[src/rtl/pll_reconfig_pkg.sv]
// Shared types and helpers for the rPLL reconfiguration controller.
// Holds the sequencer state encoding and the channel-select width helper.
package pll_reconfig_pkg;

  typedef enum logic [1:0] {
    IDLE       = 2'd0,
    ASSERT_RST = 2'd1,
    WAIT_LOCK  = 2'd2,
    FINISH     = 2'd3
  } state_t;

  // A one-channel build still needs a one-bit select port.
  function automatic int sel_width(input int n);
    return (n <= 2) ? 1 : $clog2(n);
  endfunction

endpackage

[src/rtl/pll_lock_sync.sv]
// Two-flop synchroniser bringing the raw PLL lock vector into the clkin domain.
module pll_lock_sync #(
  parameter int WIDTH = 1
) (
  input  logic             clkin,
  input  logic             reset,
  input  logic [WIDTH-1:0] async_in,
  output logic [WIDTH-1:0] sync_out
);

  logic [WIDTH-1:0] meta;

  // First flop may go metastable; only the second flop's output is consumed.
  always_ff @(posedge clkin or posedge reset) begin
    if (reset) begin
      meta     <= '0;
      sync_out <= '0;
    end else begin
      meta     <= async_in;
      sync_out <= meta;
    end
  end

endmodule

[src/rtl/pll_reconfig_ctrl.sv]
// Sequencer that rewrites an rPLL channel's FBDSEL/IDSEL codes, pulses its
// reset and waits for lock, retrying on timeout.
// Optional lock-loss monitor is built when PLL_RECONFIG_LOSS_MON_EN is defined.
module pll_reconfig_ctrl
  import pll_reconfig_pkg::*;
#(
  parameter int              NUM_PLL      = 2,
  parameter int              DIV_W        = 6,
  parameter int              RST_CYCLES   = 16,
  parameter int              LOCK_TIMEOUT = 4096,
  parameter int              MAX_RETRY    = 2,
  parameter logic [DIV_W-1:0] FDIV_INIT   = '0,
  parameter logic [DIV_W-1:0] IDIV_INIT   = '0,
  localparam int             SEL_W        = sel_width(NUM_PLL)
) (
  input  logic                     clkin,
  input  logic                     reset,
  input  logic                     req_valid,
  output logic                     req_ready,
  input  logic [SEL_W-1:0]         req_sel,
  input  logic [DIV_W-1:0]         req_fdiv,
  input  logic [DIV_W-1:0]         req_idiv,
  output logic [NUM_PLL*DIV_W-1:0] pll_fdiv,
  output logic [NUM_PLL*DIV_W-1:0] pll_idiv,
  output logic [NUM_PLL-1:0]       pll_reset,
  input  logic [NUM_PLL-1:0]       pll_lock,
  output logic                     busy,
  output logic                     done,
  output logic                     err,
  output logic [NUM_PLL-1:0]       lock_lost
);

  localparam int RCNT_W = $clog2(RST_CYCLES) + 1;
  localparam int TCNT_W = $clog2(LOCK_TIMEOUT) + 1;
  localparam int RTRY_W = $clog2(MAX_RETRY + 1) + 1;

  state_t              state;
  state_t              state_nxt;
  logic [SEL_W-1:0]    sel_q;
  logic [RCNT_W-1:0]   rst_cnt;
  logic [TCNT_W-1:0]   lock_timer;
  logic [RTRY_W-1:0]   retry_cnt;
  logic                fail_q;
  logic                bad_sel_q;
  logic [NUM_PLL-1:0]  lock_s;
  logic                accept;
  logic                sel_ok;
  logic                sel_lock;
  logic                rst_last;
  logic                timeout_hit;
  logic                retry_left;

  pll_lock_sync #(
    .WIDTH (NUM_PLL)
  ) u_lock_sync (
    .clkin    (clkin),
    .reset    (reset),
    .async_in (pll_lock),
    .sync_out (lock_s)
  );

  assign accept      = req_valid && (state == IDLE);
  assign sel_ok      = (32'(req_sel) < NUM_PLL);
  assign rst_last    = (rst_cnt == RCNT_W'(RST_CYCLES - 1));
  assign timeout_hit = (lock_timer == TCNT_W'(LOCK_TIMEOUT - 1));
  assign retry_left  = (retry_cnt < RTRY_W'(MAX_RETRY));

  // Pick the synchronised lock of the channel currently being sequenced.
  always_comb begin
    sel_lock = 1'b0;
    for (int i = 0; i < NUM_PLL; i++) begin
      if (sel_q == SEL_W'(i)) sel_lock = lock_s[i];
    end
  end

  // Sequencer state register.
  always_ff @(posedge clkin or posedge reset) begin
    if (reset) state <= IDLE;
    else       state <= state_nxt;
  end

  // Next-state decode; a lock seen in the timeout cycle counts as success.
  always_comb begin
    state_nxt = state;
    case (state)
      IDLE:       if (accept && sel_ok) state_nxt = ASSERT_RST;
      ASSERT_RST: if (rst_last) state_nxt = WAIT_LOCK;
      WAIT_LOCK: begin
        if (sel_lock)         state_nxt = FINISH;
        else if (timeout_hit) state_nxt = retry_left ? ASSERT_RST : FINISH;
      end
      FINISH:     state_nxt = IDLE;
      default:    state_nxt = IDLE;
    endcase
  end

  // Handshake, status pulses and the per-channel reset drive.
  always_comb begin
    req_ready = (state == IDLE);
    busy      = (state != IDLE);
    done      = (state == FINISH) && !fail_q;
    err       = ((state == FINISH) && fail_q) || bad_sel_q;
    pll_reset = '0;
    for (int i = 0; i < NUM_PLL; i++) begin
      pll_reset[i] = (state == ASSERT_RST) && (sel_q == SEL_W'(i));
    end
  end

  // Reset-hold and lock-wait timers run only in their own state.
  always_ff @(posedge clkin or posedge reset) begin
    if (reset) begin
      rst_cnt    <= '0;
      lock_timer <= '0;
    end else begin
      rst_cnt    <= (state == ASSERT_RST && !rst_last) ? rst_cnt + 1'b1 : '0;
      lock_timer <= (state == WAIT_LOCK && !timeout_hit) ? lock_timer + 1'b1 : '0;
    end
  end

  // Request capture, retry bookkeeping and the outcome flags.
  always_ff @(posedge clkin or posedge reset) begin
    if (reset) begin
      sel_q     <= '0;
      retry_cnt <= '0;
      fail_q    <= 1'b0;
      bad_sel_q <= 1'b0;
    end else begin
      bad_sel_q <= accept && !sel_ok;
      if (accept) begin
        sel_q     <= req_sel;
        retry_cnt <= '0;
        fail_q    <= 1'b0;
      end else if (state == WAIT_LOCK && !sel_lock && timeout_hit) begin
        if (retry_left) retry_cnt <= retry_cnt + 1'b1;
        else            fail_q    <= 1'b1;
      end
    end
  end

  // Divider codes change only for the channel named by an accepted request.
  always_ff @(posedge clkin or posedge reset) begin
    if (reset) begin
      pll_fdiv <= {NUM_PLL{FDIV_INIT}};
      pll_idiv <= {NUM_PLL{IDIV_INIT}};
    end else if (accept && sel_ok) begin
      for (int i = 0; i < NUM_PLL; i++) begin
        if (req_sel == SEL_W'(i)) begin
          pll_fdiv[i*DIV_W +: DIV_W] <= req_fdiv;
          pll_idiv[i*DIV_W +: DIV_W] <= req_idiv;
        end
      end
    end
  end

`ifdef PLL_RECONFIG_LOSS_MON_EN
  logic [NUM_PLL-1:0] lock_prev;
  logic [NUM_PLL-1:0] lost_q;

  // Flag lock falling on any channel not mid-sequence; a new request clears it.
  always_ff @(posedge clkin or posedge reset) begin
    if (reset) begin
      lock_prev <= '0;
      lost_q    <= '0;
    end else begin
      lock_prev <= lock_s;
      for (int i = 0; i < NUM_PLL; i++) begin
        if (accept && req_sel == SEL_W'(i))
          lost_q[i] <= 1'b0;
        else if (lock_prev[i] && !lock_s[i] && !(state != IDLE && sel_q == SEL_W'(i)))
          lost_q[i] <= 1'b1;
      end
    end
  end

  assign lock_lost = lost_q;
`else
  assign lock_lost = '0;
`endif

endmodule
[config.mk]
export PLATFORM = sky130hd
export DESIGN_NAME = pll_reconfig_ctrl
export DESIGN_NICKNAME = d
export VERILOG_FILES = /design/src/rtl/pll_reconfig_pkg.sv /design/src/rtl/pll_lock_sync.sv /design/src/rtl/pll_reconfig_ctrl.sv
export SDC_FILE = /design/constraint.sdc
export NUM_CORES = 1
export LEC_CHECK = 0
export CELL_PAD_IN_SITES_DETAIL_PLACEMENT = 2
export CELL_PAD_IN_SITES_GLOBAL_PLACEMENT = 2
export CORE_UTILIZATION = 35
export CTS_CLUSTER_SIZE = 10
export DETAILED_ROUTE_END_ITERATION = 8
export PLACE_DENSITY_LB_ADDON = 0.1
export SLEW_MARGIN = 20
export SYNTH_ARGS = -nofsm -noshare
export SYNTH_HDL_FRONTEND = slang
export SYNTH_HIERARCHICAL = 1
export SYNTH_SLANG_ARGS = --single-unit
[constraint.sdc]
create_clock -name clkin -period 4.1 [get_ports clkin]
set_input_delay 0.615 -clock clkin [delete_from_list [all_inputs] [get_ports clkin]]
set_output_delay 0.615 -clock clkin [all_outputs]
set_load 0.005 [all_outputs]
Yosys cells after proc, flatten, opt, wreduce, memory -nomap -nowiden:

Index checks and enable logic that the tools add are counted.

* flip-flop bits (word level): 53
* bits in latches: 0
* bits in writable memories: 0
* bits in read-only memories: 0
* bits of input ports: 18
* logic and storage cells: 64
* memories kept: 0

* $add $sub $neg: 3
* multipliers: 0
* divide/modulo/power cells: 0
* $lt $le $gt $ge: 1
* equal/unequal tests: 9
* shifts and indexed selects: 0
* muxes and demuxes: 15
* bitwise operators: 2
* reductions and logical operators: 22

Operator list (count)
* $add 13x1->13 const B: 1
* $eq 13x12->1 const B: 1
* $mux 13: 1
* $mux 2: 5
* $logic_and 1x1->1: 9
* $mux 3: 3
* $pmux 2 s4: 1
* $reduce_and 2->1: 4
* $reduce_bool 2->1: 3
* $add 5x1->5 const B: 1
* $eq 5x4->1 const B: 1
* $mux 5: 1
* $eq 2x2->1 const B: 2
* $logic_not 1->1: 4
* $mux 1: 4
* $ne 2x2->1 const B: 2
* $add 3x1->3 const B: 1
* $lt 3x2->1 const B: 1
* $ne 3x3->1 const B: 1
* $reduce_and 3->1: 1
* $eq 2x1->1 const B: 1
* $logic_not 2->1: 1
* $ne 2x1->1 const B: 1
* $not 1->1: 2

Depth between registers and ports, before layout:

Gate-level depths: netlist of run 1.

* depth in word-level cells: 6
* gate-level depth with buffers: 6
* gate-level depth less buffers: 5

Cells and area by module:

The synthesis of run 1 kept the hierarchy.

Modules (own cells, without submodules)
* pll_reconfig_ctrl: instances 1, cells each 177, area an instance 2188.3 µm²
* pll_lock_sync: instances 1, cells each 5, area an instance 103.8 µm²

Worst setup path after synthesis of run 1:

OpenSTA, ideal clock, no wires.

* kind: flip-flop to flip-flop
* start point: register lock_timer[0]
* end point: register lock_timer[11]
* library setup time: 119 ps
* arrival: 1480 ps
* required time: 3981 ps
* setup slack: 2501 ps
* stages on the path, launching flop included: 7
* buffers on the path: 1
* period minus slack after synthesis: 1599 ps
* cell sequence: dfrtp_1 > ha_1 > nand3_4 > nor4_4 > nand2b_1 > buf_6 > nor2_2

* longest elaborated chain between the ends: 4

RTL lines
* start: declaration: line pll_reconfig_ctrl.sv:41 `logic [TCNT_W-1:0] lock_timer;`
* start signal: assignment: line pll_reconfig_ctrl.sv:116 `lock_timer <= (state == WAIT_LOCK && !timeout_hit) ? lock_timer + 1'b1 : '0;`
* branches (longest 3 deep; another with $add 13x1->13)
* $mux 13 *: line pll_reconfig_ctrl.sv:116

Mark *: on every way between the ends.
A chain may end at the register's enable or synchronous reset.

Worst setup path after layout of run 1:

* start point: register state[0]
* end point: output port pll_reset[0]

* longest elaborated chain between the ends: 2

RTL lines
* start: declaration: line pll_reconfig_ctrl.sv:37 `state_t state;`
* start signal: assignment: line pll_reconfig_ctrl.sv:79 `else state <= state_nxt;`
* $eq 2x1->1: line pll_reconfig_ctrl.sv:105 `pll_reset[i] = (state == ASSERT_RST) && (sel_q == SEL_W'(i));`
* $logic_and 1x1->1: line pll_reconfig_ctrl.sv:105
* end: declaration: line pll_reconfig_ctrl.sv:25 `output logic [NUM_PLL-1:0] pll_reset,`

Every way passes these cells.

==> results of run 1 <==
[path summary, 6_finish.rpt]
check	to	slack (ns)	cells after the start
worst max-delay path	pll_reset[0]	1.76	2
worst min-delay path	u_lock_sync/sync_out[0]	0.36	0
worst max register to register	lock_timer[2]	1.89	5
worst min register to register	u_lock_sync/sync_out[0]	0.36	0
max in group asynchronous	lock_timer[10]	2.79	2
min in group asynchronous	u_lock_sync/meta[0]	0.54	2
[registers in the layout, summed over array words and instances (netlist names)]
name                  count
fail_q                    1
lock_timer               13
pll_fdiv                 12
pll_idiv                 12
retry_cnt                 3
rst_cnt                   5
sel_q                     1
state                     2
u_lock_sync/meta          2
u_lock_sync/sync_out      2
[layout by cell type (no fill, tap or decap), drive strengths merged, types with 2 or more instances in the layout]
master,Yosys,routed
dfrtp,53,53
nor3,3,3
xnor2,7,7
inv,7,6
nor2,27,27
clkdlybuf4s50,0,47
xor2,5,5
a31oi,3,3
nand2b,2,2
and3,4,4
nand2,8,8
conb,1,2
nand3,4,4
mux2,24,24
ha,4,4
nor3b,3,3
o22ai,2,2
nand4,5,5
mux2i,2,2
clkbuf,2,7
[stage by stage]
stage                     hold slack (ns)  utilization, %  instances
final                               0.364            45.5        306
after global routing                0.388            45.5        306
after CTS                           0.372            45.5        306
after detailed placement            0.348            44.2        298
after global placement              0.335            44.2        298
after floorplan                     0.331               -        183
[power groups by stage]
stage | Sequential (mW) | Combinational, mW | Clock [mW]
floorplan | 0.780 | 0.240 | 0
detailed placement | 0.802 | 0.597 | 0
global placement | 0.790 | 0.562 | 0
finish | 0.790 | 0.586 | 0.283
CTS | 0.794 | 0.602 | 0.302
global route | 0.817 | 0.640 | 0.315
[cell families after synthesis]
logic type | synth area share, %
buffers and inverters | 3.71
xor gates and xnor gates | 4.59
other | 0.164
adders and majority gates | 2.18
AOI/OAI and AO/OA | 2.40
DFF | 57.9
and+or+nand+nor | 16.4
muxes | 12.7
[metal layers]
| layer | share of wire (%) | wire length, um | up-vias | track usage, % |
|---|---|---|---|---|
| met5 | 0 | 0 | - | 0 |
| met4 | 1.1 | 59 | 0 | 4.23 |
| met3 | 3.4 | 178 | 6 | 3.78 |
| met2 | 53 | 2750 | 29 | 29.9 |
| met1 | 42 | 2190 | 786 | 19.9 |
| li1 | - | - | 701 | - |
[Yosys cell counts, drive strengths merged (2+ instances only)]
| cell type | instances | area share (%) |
|---|---|---|
| mux2 | 24 | 12 |
| nor2 | 27 | 5.7 |
| nor3 | 3 | 0.65 |
| and3 | 4 | 1.1 |
| inv | 7 | 1.1 |
| nand2b | 2 | 0.55 |
| buf | 7 | 2.2 |
| xnor2 | 7 | 2.7 |
| xor2 | 5 | 1.9 |
| nand2 | 8 | 1.3 |
| ha | 4 | 2.2 |
| clkbuf | 2 | 0.33 |
| mux2i | 2 | 0.87 |
| nand3 | 4 | 1.4 |
| nor3b | 3 | 0.98 |
| o22ai | 2 | 0.55 |
| dfrtp | 53 | 58 |
| a31oi | 3 | 0.82 |
| nand4 | 5 | 2.0 |
[area by class of cell]
class / count / area share [%]
Sequential cell: 53 / 45.9
Multi-Input combinational cell: 114 / 30.6
Timing Repair Buffer: 47 / 16.3
Tap cell: 77 / 3.33
Clock buffer: 7 / 2.64
Inverter: 7 / 0.953
Clock inverter: 1 / 0.260
[worst max-delay path, cell delays in order, from the launching register on]
cell,delay (ns)
dfrtp_1,0.52
nor3b_1,0.33
clkdlybuf4s50_1,0.57
==> results.ini, run 1 <==
[yosys]
syn_avg_cell_area_um2 = 12.6
ys_ff_latch = 53
ys.flop_type = dfrtp_1
yosysWarningCount = 6
syn_area_um2 = 2290
async_flop_share_pct = 100
synth_edf_count = 0
syn_inst = 182
synth_cell_types = 35
seq_area_frac_synth_pct = 57.9

[pwr]
seqPwrFrac_pct = 47.6
peakVddDrop_uv = 280
switchingPower_mw = 0.473
power.internal_mw = 1.19
p_per_area_nw_per_um2 = 574
totalPowerFinal_mw = 1.66
comb_power_share_pct = 35.3
p_leak_nw = 1.22
swShare_pct = 28.5
pwr-share-clk_pct = 17.1

[setup_path]
worstSetupStartpointType = flop
cp-end-kind = primary output
worstPathMaxFanout = 10
cp.required_ns = 3.48
r2r_start = lock_timer[0]
critPathArrivalTime_ns = 1.72
worstSetupPathType = flop to primary output
crit_start = state[0]

[hold_path]
worstHoldStart = u_lock_sync/meta[0]
min_path_type = flop to flop

[floorplanning]
start_util_pct = 36.1
die_h_um = 82.9
die_w_um = 82.9
io_pins = 50
dieArea_um2 = 6880
rows = 29
core_area_um2 = 6350

[clocking]
cts_sinks = 53
path_clk_slew_ns = 0.09
cts_max_level = 2
clockRootBuffer = clkbuf_8
post_cts_buffers = 0
cts_buffers = 5
cts_tree = done
cts-resized-gates = 0
clockBufferDepth = 2
insertion_delay_ns = 0.30
cts_hold_repair.buffers = 0

[sta]
fin_setup_tns_ns = 0
finalCritPeriodShare_pct = 57.0
fin_crit_ns = 2.34
relSlewSlack_pct = 43.2
worstMarginPinSlew_ns = 0.851
finalMaxSlewViolations = 0
fmax_mhz = 428
worst_slack_ns = 1.76
finalSetupViolations = 0
grt_setup_unrepaired = false
finalClockSkew_ns = 0.00961
hold_viol_final = 0

[detailed_routing]
drt-total-wl_mm = 5.18
firstDrtPassIters = 4
wire_per_inst_um = 16.9
drt_iter0_drc = 33
drcViolationCount = 0
avgViaCountPerCell = 4.97
ant_nets = 0
vias = 1522

[grt]
gr-total-overflow = 0
grt_usage_pct = 16.6
grt_pass1_wl_mm = 9.09
grt_max_degree = 50
antenna_found_initial = 0
grt_pass1_vias = 1777

[final_layout]
fin_area_um2 = 2890
nets = 250
n_fill_cell = 632
multi_input_area_um2 = 885
seqCellArea_um2 = 1330
drive_above_1_share_pct = 17.9
insertedDiodeCount = 0
areaGrowthSynthToFinish_pct = 26.0

[place]
place_ws_ns = 1.75
portBuffers = 47
dpl.hpwl_mm = 3.90
placed_area_um2 = 2800
place_congestion = 0.679

[run]
maxCapViolations = 0

[outcome]
outcome = finished, final reports clean

Power figures use the tool's default switching activity.
==> run 2: changes to the inputs <==
- CORE_UTILIZATION: 35 -> 30
- clock period: 4.1 -> 2 ns (I/O delays scaled with it)
==> run 2 against run 1 <==
- cell count rose by 8.8%
- sequential share of layout area fell by 1.7 points
- worst hold slack got worse by 0.16 ns
- sequential power rose by 100%
- first-iteration DRC count rose by 73%
- flip-flop and latch count did not move
- design area rose by 3.9%
- register-to-register slack got worse by 1.6 ns
- die area rose by 16%
- clock power rose to 2.7 times the previous value
- worst setup slack got worse by 1.7 ns
- critical endpoint is now req_ready
- largest power group unchanged
==> results.ini, run 2 (synthesis results as in run 1) <==
[sta]
hold_viol_final = 0  ; unchanged
finalMaxSlewViolations = 0  ; unchanged
grt_setup_unrepaired = false  ; unchanged
finalSetupViolations = 0  ; unchanged
worstMarginPinSlew_ns = 0.590  ; was 0.851 ns
fin_crit_ns = 1.91
finalCritPeriodShare_pct = 95.3
fmax_mhz = 525
fin_setup_tns_ns = 0  ; unchanged
whs_ns = 0.203  ; was 0.364 ns
finalClockSkew_ns = 0.00820  ; was 0.00961 ns
relSlewSlack_pct = 59.6  ; was 43.2%

[setup_path]
worstSetupStartpointType = flop  ; unchanged
worstSetupPathType = flop to primary output  ; unchanged
cp-end-kind = primary output  ; unchanged
r2r_start = lock_timer[0]  ; unchanged
r2r_end = state[1]  ; was lock_timer[2]
cp_cell_sequence = nor2_2 > clkdlybuf4s50_1  ; was nor3b_1 > clkdlybuf4s50_1
cp.required_ns = 1.70  ; was 3.48 ns
r2r_slack_ns = 0.28  ; was 1.89 ns
worstPathMaxFanout = 11  ; was 10
critPathArrivalTime_ns = 1.61  ; was 1.72 ns
crit_slowest_cell = clkdlybuf4s50_1  ; unchanged
slowest_delay_ns = 0.55  ; was 0.57 ns
rr_worst_depth = 6  ; was 5

[detailed_routing]
avgViaCountPerCell = 4.61  ; was 4.97
drt-total-wl_mm = 5.34  ; was 5.18 mm
vias = 1535  ; was 1,522
firstDrtPassIters = 3  ; was 4
drt_iter0_drc = 57  ; was 33
ant_nets = 0  ; unchanged
drcViolationCount = 0  ; unchanged
wire_per_inst_um = 16.0  ; was 16.9 um

[clocking]
cts_tree = done  ; unchanged
cts-resized-gates = 0  ; unchanged
insertion_delay_ns = 0.31  ; was 0.30 ns
clockRootBuffer = clkbuf_8  ; unchanged
path_clk_slew_ns = 0.10  ; was 0.09 ns
cts_sinks = 53  ; unchanged
cts_hold_repair.buffers = 0  ; unchanged
clockBufferDepth = 2  ; unchanged
post_cts_buffers = 0  ; unchanged
cts_max_level = 2  ; unchanged
cts_buffers = 5  ; unchanged

[final_layout]
largest_register_ffs = 13  ; unchanged
drive_above_1_share_pct = 20.5  ; was 17.9%
areaGrowthSynthToFinish_pct = 30.9  ; was 26.0%
utilization_pct = 40.9  ; was 45.5%
final_common_cell = dfrtp_1  ; unchanged
n_fill_cell = 740  ; was 632
layout_common_cells = dfrtp_1, clkdlybuf4s50_1, mux2_2  ; unchanged
top_register = lock_timer  ; unchanged
seqCellArea_um2 = 1330  ; unchanged
multi_input_area_um2 = 885  ; unchanged
largestRegisters = lock_timer: 13 flops, pll_fdiv: 12 flops, pll_idiv: 12 flops  ; unchanged
nets = 255  ; was 250
insertedDiodeCount = 0  ; unchanged

[pwr]
totalPowerFinal_mw = 3.60  ; was 1.66 mW
seqPwrFrac_pct = 44.9  ; was 47.6%
comb_power_share_pct = 33.6  ; was 35.3%
p_leak_nw = 1.26  ; was 1.22 nW
switchingPower_mw = 0.998  ; was 0.473 mW
peakVddDrop_uv = 552  ; was 280 uV
power.internal_mw = 2.60  ; was 1.19 mW
p_per_area_nw_per_um2 = 1200  ; was 574 nW/um^2
swShare_pct = 27.7  ; was 28.5%
pwr-share-clk_pct = 21.5  ; was 17.1%

[run]
maxCapViolations = 0  ; unchanged

[grt]
antenna_found_initial = 0  ; unchanged
grt_usage_pct = 15.1  ; was 16.6%
grt_pass1_vias = 1826  ; was 1,777
grt_max_degree = 50  ; unchanged
gr-total-overflow = 0  ; unchanged
grt_pass1_wl_mm = 8.90  ; was 9.09 mm

[floorplanning]
io_pins = 50  ; unchanged
die_h_um = 89.4  ; was 82.9 um
rows = 31  ; was 29
die_w_um = 89.4  ; was 82.9 um
core_area_um2 = 7330  ; was 6350 um^2
start_util_pct = 31.3  ; was 36.1%
dieArea_um2 = 7990  ; was 6880 um^2

[place]
portBuffers = 47  ; unchanged
place_congestion = 0.668  ; was 0.679
dpl.hpwl_mm = 3.94  ; was 3.90 mm

[hold_path]
min_path_type = input port to asynchronous set/reset pin  ; was flop to flop

[outcome]
outcome = finished, final reports clean  ; unchanged

[run 2: layer usage]
layer  vias up  global-route usage (%)  share of wire [%]
met1       780                    16.0                 40
met2        32                    28.2                 54
li1        716                       -                  -
met5         -                       0                  0
met4         0                    5.19                1.3
met3         7                    4.89                5.2
[run 2: worst max-delay path by stage]
stage | slack, ns | startpoint | end | depth (start not counted)
final | 0.09 | state[1] | req_ready | 2
after global routing | 0.01 | state[1] | req_ready | 2
after CTS | 0.08 | state[1] | req_ready | 2
after detailed placement | 0.21 | req_valid | pll_fdiv[5] | 5
after global placement | 0.30 | req_valid | pll_idiv[0] | 5
after floorplan | 0.40 | lock_timer[0] | lock_timer[11] | 6
[run 2: area by class of cell]
| class | count | share of cell area (%) |
|---|---|---|
| flip-flops and latches | 53 | 44.2 |
| multi-input cells | 114 | 29.5 |
| well taps | 99 | 4.13 |
| repair buffers | 52 | 17.3 |
| clock buffers | 6 | 2.75 |
| clock inverters | 2 | 1.25 |
| inverters | 7 | 0.875 |
[run 2: worst max-delay path: cells and delay by family, from the launching register on]
| kind | cells | cell delay, ns |
|---|---|---|
| AND/OR/NAND/NOR | 1 | 0.24 |
| flip-flops | 1 | 0.51 |
| buffers and inverters | 1 | 0.55 |
[run 2: metrics by stage]
step | instance area, um^2 | cells | worst slack [ns]
after global routing | 3000 | 333 | 0.0104
after floorplan | 2300 | 183 | 0.401
after detailed placement | 2880 | 325 | 0.208
final | 3000 | 333 | 0.0949
after global placement | 2880 | 325 | 0.299
after CTS | 3000 | 333 | 0.0816
[run 2: power groups by stage]
stage | logic [mW] | registers, mW | clock network, mW
floorplan | 0.492 | 1.60 | 0
global placement | 1.18 | 1.61 | 0
detailed placement | 1.24 | 1.64 | 0
CTS | 1.25 | 1.63 | 0.799
global route | 1.33 | 1.66 | 0.828
finish | 1.21 | 1.61 | 0.775
==> run 3: changes to the inputs <==
- CORE_MARGIN: default -> 4
==> run 3 against run 2 <==
- register-to-register slack is essentially flat
- die area is 14% higher
- first-iteration DRC count down 81%
- fmax rose by 2.0%
- critical path depth did not move
- sequential power is essentially flat
- flip-flop and latch count unchanged
- largest power group unchanged
- highest routed layer unchanged
==> results.ini, run 3 (synthesis results as in run 1) <==
[outcome]
outcome = finished, final reports clean  ; unchanged

[sta]
fmax_mhz = 535  ; was 525 MHz
hold_viol_final = 0  ; unchanged
worst_slack_ns = 0.132  ; was 0.0949 ns
finalClockSkew_ns = 0.00720  ; was 0.00820 ns
fin_crit_ns = 1.87  ; was 1.91 ns
grt_setup_unrepaired = false  ; unchanged
finalSetupViolations = 0  ; unchanged
finalMaxSlewViolations = 0  ; unchanged
relSlewSlack_pct = 60.3  ; was 59.6%
fin_setup_tns_ns = 0  ; unchanged
worstMarginPinSlew_ns = 0.579  ; was 0.590 ns
whs_ns = 0.216  ; was 0.203 ns
finalCritPeriodShare_pct = 93.4  ; was 95.3%

[setup_path]
critPathArrivalTime_ns = 1.57  ; was 1.61 ns
cp-end-kind = primary output  ; unchanged
rr_worst_depth = 6  ; unchanged
worstSetupPathType = flop to primary output  ; unchanged
r2r_end = retry_cnt[0]  ; was state[1]
r2r_start = lock_timer[0]  ; unchanged
cp.required_ns = 1.70  ; about the same
crit_start = state[1]  ; unchanged
worstSetupStartpointType = flop  ; unchanged
r2r_slack_ns = 0.29  ; was 0.28 ns
worstPathMaxFanout = 11  ; unchanged
cp-endpoint = req_ready  ; unchanged

[final_layout]
layout_common_cells = dfrtp_1, clkdlybuf4s50_1, mux2_2  ; unchanged
insertedDiodeCount = 0  ; unchanged
areaGrowthSynthToFinish_pct = 31.0  ; was 30.9%
final_common_cell = dfrtp_1  ; unchanged
top_register = lock_timer  ; unchanged
largestRegisters = lock_timer: 13 flops, pll_fdiv: 12 flops, pll_idiv: 12 flops  ; unchanged
drive_above_1_share_pct = 20.9  ; was 20.5%
nets = 255  ; unchanged
largest_register_ffs = 13  ; unchanged

[detailed_routing]
ant_nets = 0  ; unchanged
avgViaCountPerCell = 4.67  ; was 4.61
wire_per_inst_um = 15.8  ; was 16.0 um
vias = 1554  ; was 1,535
drt-total-wl_mm = 5.27  ; was 5.34 mm
drcViolationCount = 0  ; unchanged
firstDrtPassIters = 2  ; was 3
drt_iter0_drc = 11  ; was 57

[clocking]
path_clk_slew_ns = 0.09  ; was 0.10 ns
clockBufferDepth = 2  ; unchanged
insertion_delay_ns = 0.31  ; about the same
cts_max_level = 2  ; unchanged
cts_buffers = 5  ; unchanged
clockRootBuffer = clkbuf_8  ; unchanged
cts_sinks = 53  ; unchanged
cts_tree = done  ; unchanged
post_cts_buffers = 0  ; unchanged

[hold_path]
min_path_type = input port to asynchronous set/reset pin  ; unchanged

[grt]
grt_pass1_vias = 1851  ; was 1,826
gr-total-overflow = 0  ; unchanged
antenna_found_initial = 0  ; unchanged
grt_max_degree = 50  ; unchanged
grt_pass1_wl_mm = 9.17  ; was 8.90 mm
grt_usage_pct = 12.9  ; was 15.1%

[pwr]
switchingPower_mw = 0.992  ; was 0.998 mW
comb_power_share_pct = 33.8  ; was 33.6%
peakVddDrop_uv = 449  ; was 552 uV
power.internal_mw = 2.60  ; about the same
swShare_pct = 27.6  ; was 27.7%
seqPwrFrac_pct = 45.0  ; was 44.9%
p_per_area_nw_per_um2 = 1200  ; about the same
p_leak_nw = 1.26  ; about the same
totalPowerFinal_mw = 3.60  ; about the same
pwr-share-clk_pct = 21.2  ; was 21.5%

[run]
maxCapViolations = 0  ; unchanged

[floorplanning]
start_util_pct = 31.3  ; unchanged
dieArea_um2 = 9100  ; was 7990 um^2
die_w_um = 95.4  ; was 89.4 um
die_h_um = 95.4  ; was 89.4 um
io_pins = 50  ; unchanged
core_area_um2 = 7330  ; unchanged
rows = 31  ; unchanged

[place]
place_ws_ns = 0.241  ; was 0.208 ns
place_congestion = 0.773  ; was 0.668
dpl.hpwl_mm = 3.95  ; was 3.94 mm
portBuffers = 47  ; unchanged

[run 3: worst min path at each step]
stage,from,endpoint,slack (ns),cells after the start
2_1_floorplan,reset,u_lock_sync/meta[0],0.07,1
3_3_place_gp,u_lock_sync/meta[0],u_lock_sync/sync_out[0],0.34,0
3_5_place_dp,u_lock_sync/meta[1],u_lock_sync/sync_out[1],0.35,0
4_1_cts,reset,u_lock_sync/meta[0],0.21,2
5_1_grt,reset,u_lock_sync/sync_out[0],0.22,2
6_report,reset,u_lock_sync/meta[0],0.22,2
[run 3: area by class of cell]
class	count	area [um^2]
fill	746	4330
sequential	53	1330
multi-input combinational	114	885
timing repair buffer	52	520
tap	99	124
clock buffer	6	82.6
clock inverter	2	37.5
inverter	7	26.3
[run 3: repair_timing]
item	4_1_cts	5_1_grt
endpoints found under the setup margin	0	1
resized for setup	0	1
hold buffers	0	0
[run 3: power by group through the flow]
stage / clock network, mW / logic, mW / registers (mW)
finish: 0.763 / 1.22 / 1.62
global route: 0.839 / 1.34 / 1.68
CTS: 0.792 / 1.25 / 1.62
detailed placement: 0 / 1.24 / 1.64
global placement: 0 / 1.19 / 1.61
floorplan: 0 / 0.492 / 1.60
[run 3: worst max-delay path: stages, from the launching register on]
cell	delay (ns)
dfrtp_1	0.50
nor2_2	0.23
clkdlybuf4s50_1	0.54
[run 3: stage by stage]
stage	area, um^2	std cells	util [%]
after floorplan	2300	183	-
after global placement	2880	325	39.3
after detailed placement	2880	325	39.3
after CTS	3000	333	40.9
after global routing	3000	333	41.0
final	3000	333	41.0
[run 3: metal layers]
layer	vias up	wire length [um]	GRT usage, %
met5	-	0	0
met4	0	60	3.67
met3	7	365	4.74
met2	35	2680	22.3
met1	801	2160	15.1
li1	711	-	-
